[src/rtl/serial_byte_tx.sv]
// Framed LSB-first byte transmitter (start, 8 data, optional odd parity, stop); start bit the cycle after acceptance.
// ready only in IDLE; valid while busy is ignored, not queued; frame length (10+PARITY_EN)*CLKS_PER_BIT cycles.
module serial_byte_tx #(
    parameter int CLKS_PER_BIT = 1,
    parameter int PARITY_EN    = 1
) (
    input  logic       clk,
    input  logic       reset,
    input  logic [7:0] d,
    input  logic       valid,
    output logic       ready,
    output logic       txd,
    output logic       busy,
    output logic       done
);

    localparam logic [2:0] S_IDLE   = 3'd0;
    localparam logic [2:0] S_START  = 3'd1;
    localparam logic [2:0] S_DATA   = 3'd2;
    localparam logic [2:0] S_PARITY = 3'd3;
    localparam logic [2:0] S_STOP   = 3'd4;

    localparam logic [7:0] LAST_CNT = 8'(CLKS_PER_BIT - 1);

    logic [2:0] state_q, state_d;
    logic [7:0] cnt_q, cnt_d;
    logic [2:0] bit_q, bit_d;
    logic [7:0] shift_q, shift_d;
    logic       par_q, par_d;
    logic       txd_q, txd_d;
    logic       bit_end;

    assign bit_end = (cnt_q == LAST_CNT);

    always_comb begin
        state_d = state_q;
        cnt_d   = cnt_q;
        bit_d   = bit_q;
        shift_d = shift_q;
        par_d   = par_q;

        if (state_q != S_IDLE) begin
            cnt_d = bit_end ? 8'd0 : cnt_q + 8'd1;
        end

        case (state_q)
            S_IDLE: begin
                if (valid) begin
                    state_d = S_START;
                    shift_d = d;
                    par_d   = ~^d;
                    cnt_d   = 8'd0;
                end
            end
            S_START: begin
                if (bit_end) begin
                    state_d = S_DATA;
                end
            end
            S_DATA: begin
                if (bit_end) begin
                    // the shift register always presents the current data bit at [0]
                    shift_d = {1'b0, shift_q[7:1]};
                    if (bit_q == 3'd7) begin
                        bit_d   = 3'd0;
                        state_d = (PARITY_EN != 0) ? S_PARITY : S_STOP;
                    end else begin
                        bit_d = bit_q + 3'd1;
                    end
                end
            end
            S_PARITY: begin
                if (bit_end) begin
                    state_d = S_STOP;
                end
            end
            S_STOP: begin
                if (bit_end) begin
                    state_d = S_IDLE;
                end
            end
            default: begin
                state_d = S_IDLE;
                cnt_d   = 8'd0;
                bit_d   = 3'd0;
            end
        endcase
    end

    // txd is registered, so it is derived from the state being entered
    always_comb begin
        case (state_d)
            S_START:  txd_d = 1'b0;
            S_DATA:   txd_d = shift_d[0];
            S_PARITY: txd_d = par_d;
            default:  txd_d = 1'b1;
        endcase
    end

    always_ff @(posedge clk) begin
        if (reset) begin
            state_q <= S_IDLE;
            cnt_q   <= 8'd0;
            bit_q   <= 3'd0;
            shift_q <= 8'd0;
            par_q   <= 1'b0;
            txd_q   <= 1'b1;
        end else begin
            state_q <= state_d;
            cnt_q   <= cnt_d;
            bit_q   <= bit_d;
            shift_q <= shift_d;
            par_q   <= par_d;
            txd_q   <= txd_d;
        end
    end

    assign txd   = txd_q;
    assign ready = (state_q == S_IDLE);
    assign busy  = (state_q != S_IDLE);
    assign done  = (state_q == S_STOP) && bit_end;

endmodule

[config.mk]
export PLATFORM = sky130hd
export DESIGN_NAME = serial_byte_tx
export DESIGN_NICKNAME = d
export VERILOG_FILES = /design/src/rtl/serial_byte_tx.sv
export SDC_FILE = /design/constraint.sdc
export NUM_CORES = 1
export LEC_CHECK = 0
export ABC_AREA = 1
export CAP_MARGIN = 25
export CORE_MARGIN = 3
export CORE_UTILIZATION = 50
export DETAILED_ROUTE_END_ITERATION = 16
export PLACE_DENSITY_LB_ADDON = 0.05
export SYNTH_ARGS = -nofsm -noshare
export SYNTH_HDL_FRONTEND = slang
export SYNTH_SLANG_ARGS = --single-unit
[constraint.sdc]
create_clock -name clk -period 1.3 [get_ports clk]
set_clock_uncertainty 0.05 [all_clocks]
set_input_delay 0.195 -clock clk [delete_from_list [all_inputs] [get_ports clk]]
set_output_delay 0.195 -clock clk [all_outputs]
set_load 0.05 [all_outputs]
**After elaboration in Yosys (flattened, before gate mapping)**

Cells that the tools add are included.

- Flip-flop bits (word level): 24
- Bits of input ports: 11
- Output and inout bits: 4

- $add $sub $neg: 2
- Eq/ne operators: 10
- Multiplexer cells: 20
- Bitwise operators: 1
- Reductions and logical operators: 10

Operators with widths:

| operator | count |
|---|---|
| 2-to-1 mux 8 bit | 5 |
| case mux 8 bit (2 select lines) | 2 |
| 2-to-1 mux 3 bit | 8 |
| case mux 3 bit (5 select lines) | 1 |
| == test 3 x 2 -> 1 bit (second input constant) | 4 |
| adder 8 x 1 -> 8 bit (second input constant) | 1 |
| zero test 8 bit | 1 |
| OR reduction 4 bit | 2 |
| XNOR reduction 8 bit | 1 |
| == test 3 x 1 -> 1 bit (second input constant) | 2 |
| == test 3 bit (second input constant) | 2 |
| case mux 3 bit (2 select lines) | 1 |
| != test 2 bit (second input constant) | 2 |
| adder 3 x 1 -> 3 bit (second input constant) | 1 |
| zero test 3 bit | 1 |
| case mux 1 bit (3 select lines) | 1 |
| AND reduction 3 bit | 1 |
| nonzero test 3 bit | 1 |
| 2-to-1 mux 1 bit | 2 |
| AND reduction 2 bit | 1 |
| nonzero test 2 bit | 1 |
| logical AND 1 bit | 1 |
| inverter 1 bit | 1 |

**Longest topological paths before layout**

Gate-level depths: netlist of the first run.

- Word-level depth: 6
- Depth in mapped cells: 11
- Mapped depth without buffers: 11

**Least setup slack after synthesis of the first run**

OpenSTA, ideal clock, no wires.

- Path type: register -> output
- Start point: reg cnt_q[0]
- End point: out done
- Arrival: 1,869 ps
- Data required time: 1,055 ps
- Path slack: -814 ps
- Cell stages (with the launch flop): 7
- Path buffers: 0
- Cells stage by stage: dfxtp_1 > inv_1 > ha_1 > inv_1 > nor2_2 > nand2_2 > nor3_1

- Word-level cells in the longest chain between the ends: 2

RTL lines:

| what | line | text |
|---|---|---|
| from (decl) | 26 | `logic [7:0] cnt_q, cnt_d;` |
| from (signal assigned) | 110 | `cnt_q <= cnt_d;` |
| zero test 8 bit | 33 | `assign bit_end = (cnt_q == LAST_CNT);` |
| logical AND 1 bit | 121 | `assign done = (state_q == S_STOP) && bit_end;` |
| to (decl) | 14 | `output logic done` |

Every way passes these cells.

**Worst setup path after layout of the first run**

- Start point: reg cnt_q[6]
- End point: reg txd_q, in the netlist txd

- Word-level cells in the longest chain between the ends: 5
- Elaborated cells between the ends (all ways): 12
- Classes of those cells: eq/ne (3); mux (8); reduce/logical (1)

RTL lines:

| what | line | text |
|---|---|---|
| zero test 8 bit (*) | 33 |  |
| 2-to-1 mux 3 bit, on equally long branches | n/a |  |
| case mux 3 bit (5 select lines) | 46 | `case (state_q)` |
| == test 3 x 2 -> 1 bit or == test 3 x 1 -> 1 bit (tied branches) | 92 | `case (state_d)` |
| case mux 1 bit (3 select lines) (*) | 92 |  |
| to (signal assigned) | 114 | `txd_q <= txd_d;` |
| to (decl) | 30 | `logic txd_q, txd_d;` |

Every way passes the cells marked *; elsewhere a longest branch is shown, timed or not. The select of a mux whose other input is x is not followed.
A chain may end at the register's enable or synchronous reset.

==> impl_metrics.csv, run 1 <==
group,metric,value,unit
clock_network,cts_max_level,1,
power,p_leak,1.08,nW
placed_design,dp_hpwl,2.60,mm
critical_path,rrSetupSlack,-0.59,ns
clock_network,clk_latency,0.33,ns
drt,drc,0,
power,p_per_area,913,nW/um^2
clock_network,clock-root-buffer,"clkbuf_4",
critical_path,reg2reg_from,"cnt_q[6]",
clock_network,cts.sinks,24,
critical_path,start_kind,"flop",
layout,register_area,489,um^2
sta,hold_ws,0.452,ns
drt,dr.pass1.iters,9,
drt,drt_iter0_drc,286,
clock_network,clk_pin_slew_worst_paths,0.16,ns
critical_path,path_depth,11,
sta,rsz0062_at_grt,"yes",
critical_path,r2r_cells,11,
floorplanning,core,2540,um^2
power,ir_worst_vdd,0.961,mV
run_status,status,"finished, violations left",
grt,grt_pass1_wl,8.60,mm
critical_path,worstPathRequired,1.46,ns
logic_synthesis,syn_area,1370,um^2
critical_path,crit_chain,"nor2_1 -> nand2_1 -> inv_1 -> nand2_4 -> buf_4 -> buf_6 -> buf_4 -> nand3_2 -> o21ai_4 -> nor2_1 -> nand3_1",
layout,drive_above_1_share,48.7,%
grt,grt_pass1_vias,1756,
drt,viasPerCell,6.34,
logic_synthesis,syn-num-nets,216,
floorplanning,die-area,3400,um^2
drt,wirelength,6.99,mm
sta,min_period,1.89,ns
layout,final_nets,289,
grt,grt_start_max_net_pins,14,
sta,fmax,528,MHz
placed_design,gp_congestion,0.776,
worst_hold_path,holdPathStages,2,
floorplanning,rows,18,
logic_synthesis,seq_area_frac_synth,35.1,%
critical_path,path_class,"flop to flop",
floorplanning,die_x,58.3,um
sta,setup_violations,27,
drt,ant_nets,0,
grt,grtUsageTotal,33.6,%
clock_network,numCtsBuffers,3,
job,cap_violations,0,
critical_path,end_kind,"flop",
grt,grt_overflow_total,0,
layout,diodes,0,
sta,worst_pin_slew,0.452,ns
floorplanning,initial_core_util,53.8,%
sta,slew_headroom,69.5,%
logic_synthesis,ys_warn_count,0,
layout,area_growth,73.1,%
layout,n_fill_cell,87,
clock_network,hold_buffers,0,
worst_hold_path,holdPathEnd,"shift_q[7]",
layout,utilization,93.1,%
sta,drv_slew,0,
clock_network,ctsLongestPathBuffers,2,
floorplanning,die_h,58.3,um
critical_path,path_buf_inv,4,
critical_path,worstPathMaxFanout,4,
floorplanning,io_pins,15,
layout,final_cell_mix,"buf_4 (43), nand2_1 (40), inv_1 (22)",
logic_synthesis,synth.distinct_cells,31,
run_status,violations,"setup timing",
critical_path,reg2reg_to,"txd",
placed_design,io_buffers,14,
drt,post_drt_wl_per_cell,23.1,um
logic_synthesis,yosys_register_bits,24,
grt,antenna_found_initial,0,
worst_hold_path,hold_class,"flop to flop",
worst_hold_path,worstHoldStart,"shift_q[7]",
sta,fin_crit_sh,146,%
critical_path,critPathMaxStageDelay,0.36,ns
layout,layout.cells.most_common,"buf_4",
critical_path,crit_family,"simple AND/OR/NAND/NOR gates",
critical_path,cp.arrival,2.06,ns
logic_synthesis,netlist_instances,201,
sta,setup_slack,-0.594,ns
critical_path,crit_path_top_delay_cell,"dfxtp_1",
sta,hold_viol,0,
drt,routed-via-count,1922,
logic_synthesis,avgSynthCellArea,6.81,um^2
clock_network,cts_tree,"yes",
layout,multi_input_area,1020,um^2
[registers in the layout, summed over array words and instances, names as in the netlist]
name / cells
cnt_q: 8
shift_q: 8
bit_q: 3
state_q: 3
par_q: 1
txd: 1
[worst max-delay path by stage]
stage	start	end
floorplan	cnt_q[0]	done
CTS	cnt_q[0]	done
global placement	d[6]	txd
detailed placement	d[7]	txd
global route	cnt_q[1]	shift_q[5]
finish	cnt_q[6]	txd
[power by group]
| part | switching, mW | internal [mW] | total (mW) |
|---|---|---|---|
| Combinational | 0.522 | 0.425 | 0.948 |
| Clock | 0.265 | 0.120 | 0.385 |
| Sequential | 0.0458 | 0.784 | 0.830 |
| Total | 0.833 | 1.33 | 2.16 |
[worst register-to-register path, cell delays in order, from the launching register on]
cell	delay (ns)
dfxtp_1	0.36
nor2_1	0.15
nand2_1	0.13
inv_1	0.15
nand2_4	0.09
buf_4	0.14
buf_6	0.12
buf_4	0.15
nand3_2	0.10
o21ai_4	0.08
nor2_1	0.14
nand3_1	0.13
[per-layer routing]
metal  global-route usage, %  share of wire [%]  vias up
li1                        -                  -      780
met1                    39.2                 36      871
met2                    58.7                 45      199
met3                    5.48                 10       72
met4                    17.2                9.2        0
met5                       0                  0        -
[Yosys cell counts]
cell type,n,share of area [%]
o21ai_1,1,0.37
or2_1,1,0.46
nor3_4,1,1.2
xnor2_1,1,0.64
a21oi_1,10,3.7
nor3_2,1,0.73
dfxtp_1,24,35
nand3_1,12,4.4
a31oi_1,3,1.4
nor3_1,2,0.73
inv_1,28,7.7
nor2_4,2,1.6
or2_4,1,0.64
a211oi_2,1,0.91
clkbuf_1,1,0.27
nand4_1,2,0.91
inv_4,1,0.46
nor2_1,32,8.8
ha_1,4,3.7
nand3_2,1,0.73
and3_2,1,0.55
o21ai_2,1,0.64
nor2_2,1,0.46
o21ai_0,7,2.6
nand2_4,4,3.3
inv_2,3,0.82
xor2_1,3,1.9
o22ai_1,1,0.46
nor3b_2,1,0.91
nand2_2,2,0.91
nand2_1,48,13
[final cells by class]
| class | count | area share [%] |
|---|---|---|
| flip-flops and latches | 24 | 20.6 |
| clock buffers | 4 | 1.11 |
| inverters | 32 | 5.91 |
| well taps | 30 | 1.58 |
| multi-input cells | 144 | 43.1 |
| repair buffers | 69 | 27.7 |
[cells by family after synthesis]
group	synth area share (%)
and+or+nand+nor	39.5
adders and majority gates	3.66
AOI/OAI and AO/OA	9.96
DFF	35.1
xor gates and xnor gates	2.56
buffers and inverters	9.23
[stage by stage]
stage	power [mW]	worst slack [ns]	instance area (um^2)	setup TNS (ns)	instances
6_report	2.16	-0.594	2370	-11.35	303
4_1_cts	1.89	-0.434	2190	-7.26	297
5_1_grt	2.21	-0.796	2370	-13.00	303
2_1_floorplan	1.14	-0.161	1420	-0.251	201
3_5_place_dp	1.39	-0.255	1870	-2.49	276
3_3_place_gp	1.37	-0.180	1870	-1.91	276
[what timing repair did]
action / CTS / global route
pin swaps: 20 / 19
setup endpoints to repair: 26 / 27
buffers inserted: 17 / 9
resized for setup: 41 / 36
No activity file was read; power rests on OpenSTA's default activity.
==> inputs of run 2 (changes only) <==
--- a/config.mk
+++ b/config.mk
@@ -7,8 +7,9 @@
 export LEC_CHECK = 0
 export ABC_AREA = 1
 export CAP_MARGIN = 25
-export CORE_MARGIN = 3
+export CORE_MARGIN = 5
 export CORE_UTILIZATION = 50
+export CTS_CLUSTER_SIZE = 8
 export DETAILED_ROUTE_END_ITERATION = 16
 export PLACE_DENSITY_LB_ADDON = 0.05
 export SYNTH_ARGS = -nofsm -noshare
==> impl_metrics.csv, run 2 (same netlist as run 1, synthesis figures left out) <==
group,metric,value,unit
run_status,status,"finished, violations left",
run_status,violations,"setup timing",
critical_path,r2r_cells,11,
critical_path,cp.arrival,1.53,ns
power,total_power,2.05,mW
drt,dr_wl_met2,2.30,mm
critical_path,path_depth,7,
placed_design,io_buffers,14,
drt,routed-via-count,1536,
clock_network,cts_max_level,1,
grt,grt_overflow_total,0,
clock_network,clk_pin_slew_worst_paths,0.14,ns
sta,worst_pin_slew,0.292,ns
placed_design,gp_congestion,0.794,
layout,final_cell_mix,"nand2_1 (45), buf_4 (33), nor2_1 (25)",
layout,drive_above_1_share,40.7,%
power,ir_worst_vdd,0.743,mV
critical_path,crit_family,"simple AND/OR/NAND/NOR gates",
floorplanning,die-area,3880,um^2
sta,fin_crit_sh,137,%
critical_path,end_kind,"primary output",
critical_path,worstPathMaxFanout,2,
floorplanning,die_h,62.3,um
clock_network,numCtsBuffers,3,
clock_network,clock-root-buffer,"clkbuf_4",
grt,grt_pass1_vias,1525,
sta,tns,-7.96,ns
layout,area_growth,63.2,%
grt,antenna_found_initial,0,
grt,grtUsageTotal,20.1,%
placed_design,pre_cts_ws,-0.213,ns
sta,fmax,563,MHz
critical_path,reg2reg_to,"bit_q[0]",
critical_path,path_buf_inv,3,
clock_network,cts_tree,"yes",
critical_path,crit_chain,"inv_2 -> ha_4 -> inv_2 -> nor2_4 -> nand2_4 -> nor3_4 -> buf_12",
layout,diodes,0,
critical_path,rrSetupSlack,-0.41,ns
drt,dr.pass1.iters,4,
floorplanning,initial_core_util,51.0,%
drt,wirelength,4.33,mm
floorplanning,core,2690,um^2
floorplanning,die_x,62.3,um
sta,setup_slack,-0.476,ns
sta,min_period,1.78,ns
drt,drc,0,
power,p_leak,1.05,nW
drt,post_drt_wl_per_cell,14.7,um
critical_path,startpoint,"cnt_q[1]",
critical_path,critPathMostFrequentCell,"inv_2",
layout,final_nets,279,
placed_design,dp_hpwl,2.50,mm
grt,grt_pass1_wl,6.60,mm
critical_path,critPathMaxStageDelay,0.35,ns
layout,largestRegisters,"cnt_q x8, shift_q x8",
drt,wl_met1,1.58,mm
floorplanning,rows,19,
sta,slew_headroom,80.5,%
drt,ant_nets,0,
drt,top_layer,"met4",
floorplanning,io_pins,15,
critical_path,worstPathRequired,1.05,ns
critical_path,crit_path_top_delay_cell,"dfxtp_2",
critical_path,crit_path_end,"done",
job,cap_violations,0,
sta,drv_slew,0,
sta,hold_viol,0,
power,p_per_area,917,nW/um^2
sta,setup_violations,27,
drt,drt_iter0_drc,79,
critical_path,reg2reg_from,"cnt_q[1]",
critical_path,start_kind,"flop",
grt,grt_start_max_net_pins,15,
clock_network,cts.sinks,24,
worst_hold_path,hold_class,"flop to flop",
sta,rsz0062_at_grt,"yes",
layout,layout.cells.most_common,"nand2_1",
clock_network,clk_latency,0.31,ns
clock_network,ctsLongestPathBuffers,2,
drt,viasPerCell,5.22,
drt,route.met3.wl,176,um
critical_path,path_class,"flop to primary output",
sta,hold_ws,0.437,ns
run 2: cell types whose count changed in the layout (fill, tap and decap cells not counted), moves of 3 or more:
cell,before,now
nand2_1,40,45
nand3_1,5,9
nor2_2,9,6
a21oi_1,4,8
nand3_2,4,1
inv_4,1,4
nor2_1,20,25
nand2_2,7,2
a21oi_2,5,2
buf_4,43,33
run 2: metal layers:
layer	vias to the layer above	GRT usage [%]
met5	-	0
met4	0	8.75
met3	20	5.05
met2	40	37.3
met1	721	21.1
li1	755	-
run 2: report_power, final:
group	internal (mW)	switching, mW
sequential	0.783	0.0312
combinational	0.371	0.393
clock	0.235	0.235
total	1.39	0.659
run 2: timing repair:
item / CTS / global route
hold buffers: 0 / 0
gates resized for setup: 28 / 25
buffers inserted: 11 / 9
endpoints found under the setup margin: 26 / 27
pin swaps: 10 / 14
run 2: worst reg2reg max path, stage by stage, from the launching register on:
cell     delay [ns]
dfxtp_2        0.35
inv_2          0.07
ha_4           0.15
inv_2          0.05
nor2_4         0.14
nand2_4        0.08
buf_4          0.14
buf_8          0.14
o21ai_4        0.22
inv_2          0.08
nor2_2         0.11
nor2_1         0.04
run 2: area by class of cell:
class                           instances  area, um^2
Clock buffer                            4        47.5
Fill cell                             159         453
Inverter                               32         130
Multi-Input combinational cell        144         938
Sequential cell                        24         494
Tap cell                               31        38.8
Timing Repair Buffer                   59         584
run 2: how the worst min path moves through the flow:
stage | to | start | cells past startpoint | slack, ns
floorplan | shift_q[1] | reset | 1 | 0.21
global placement | shift_q[7] | shift_q[7] | 2 | 0.40
detailed placement | shift_q[1] | shift_q[1] | 2 | 0.41
CTS | shift_q[1] | shift_q[1] | 2 | 0.43
global route | shift_q[7] | shift_q[7] | 2 | 0.45
finish | shift_q[7] | shift_q[7] | 2 | 0.44
run 2: stage by stage:
stage / util, % / area, um^2 / cells
after global routing: 83.1 / 2230 / 294
final: 83.1 / 2230 / 294
after CTS: 77.7 / 2090 / 286
after floorplan: - / 1420 / 201
after detailed placement: 68.4 / 1840 / 271
after global placement: 68.4 / 1840 / 271
==> inputs of run 3 (changes only) <==
--- a/config.mk
+++ b/config.mk
@@ -9,6 +9,7 @@
 export CAP_MARGIN = 25
 export CORE_MARGIN = 5
 export CORE_UTILIZATION = 50
+export CTS_CLUSTER_DIAMETER = 30
 export CTS_CLUSTER_SIZE = 8
 export DETAILED_ROUTE_END_ITERATION = 16
 export PLACE_DENSITY_LB_ADDON = 0.05
==> results of run 3 <==
Same layout as run 2: the final DEF is identical, and so are final timing and power.
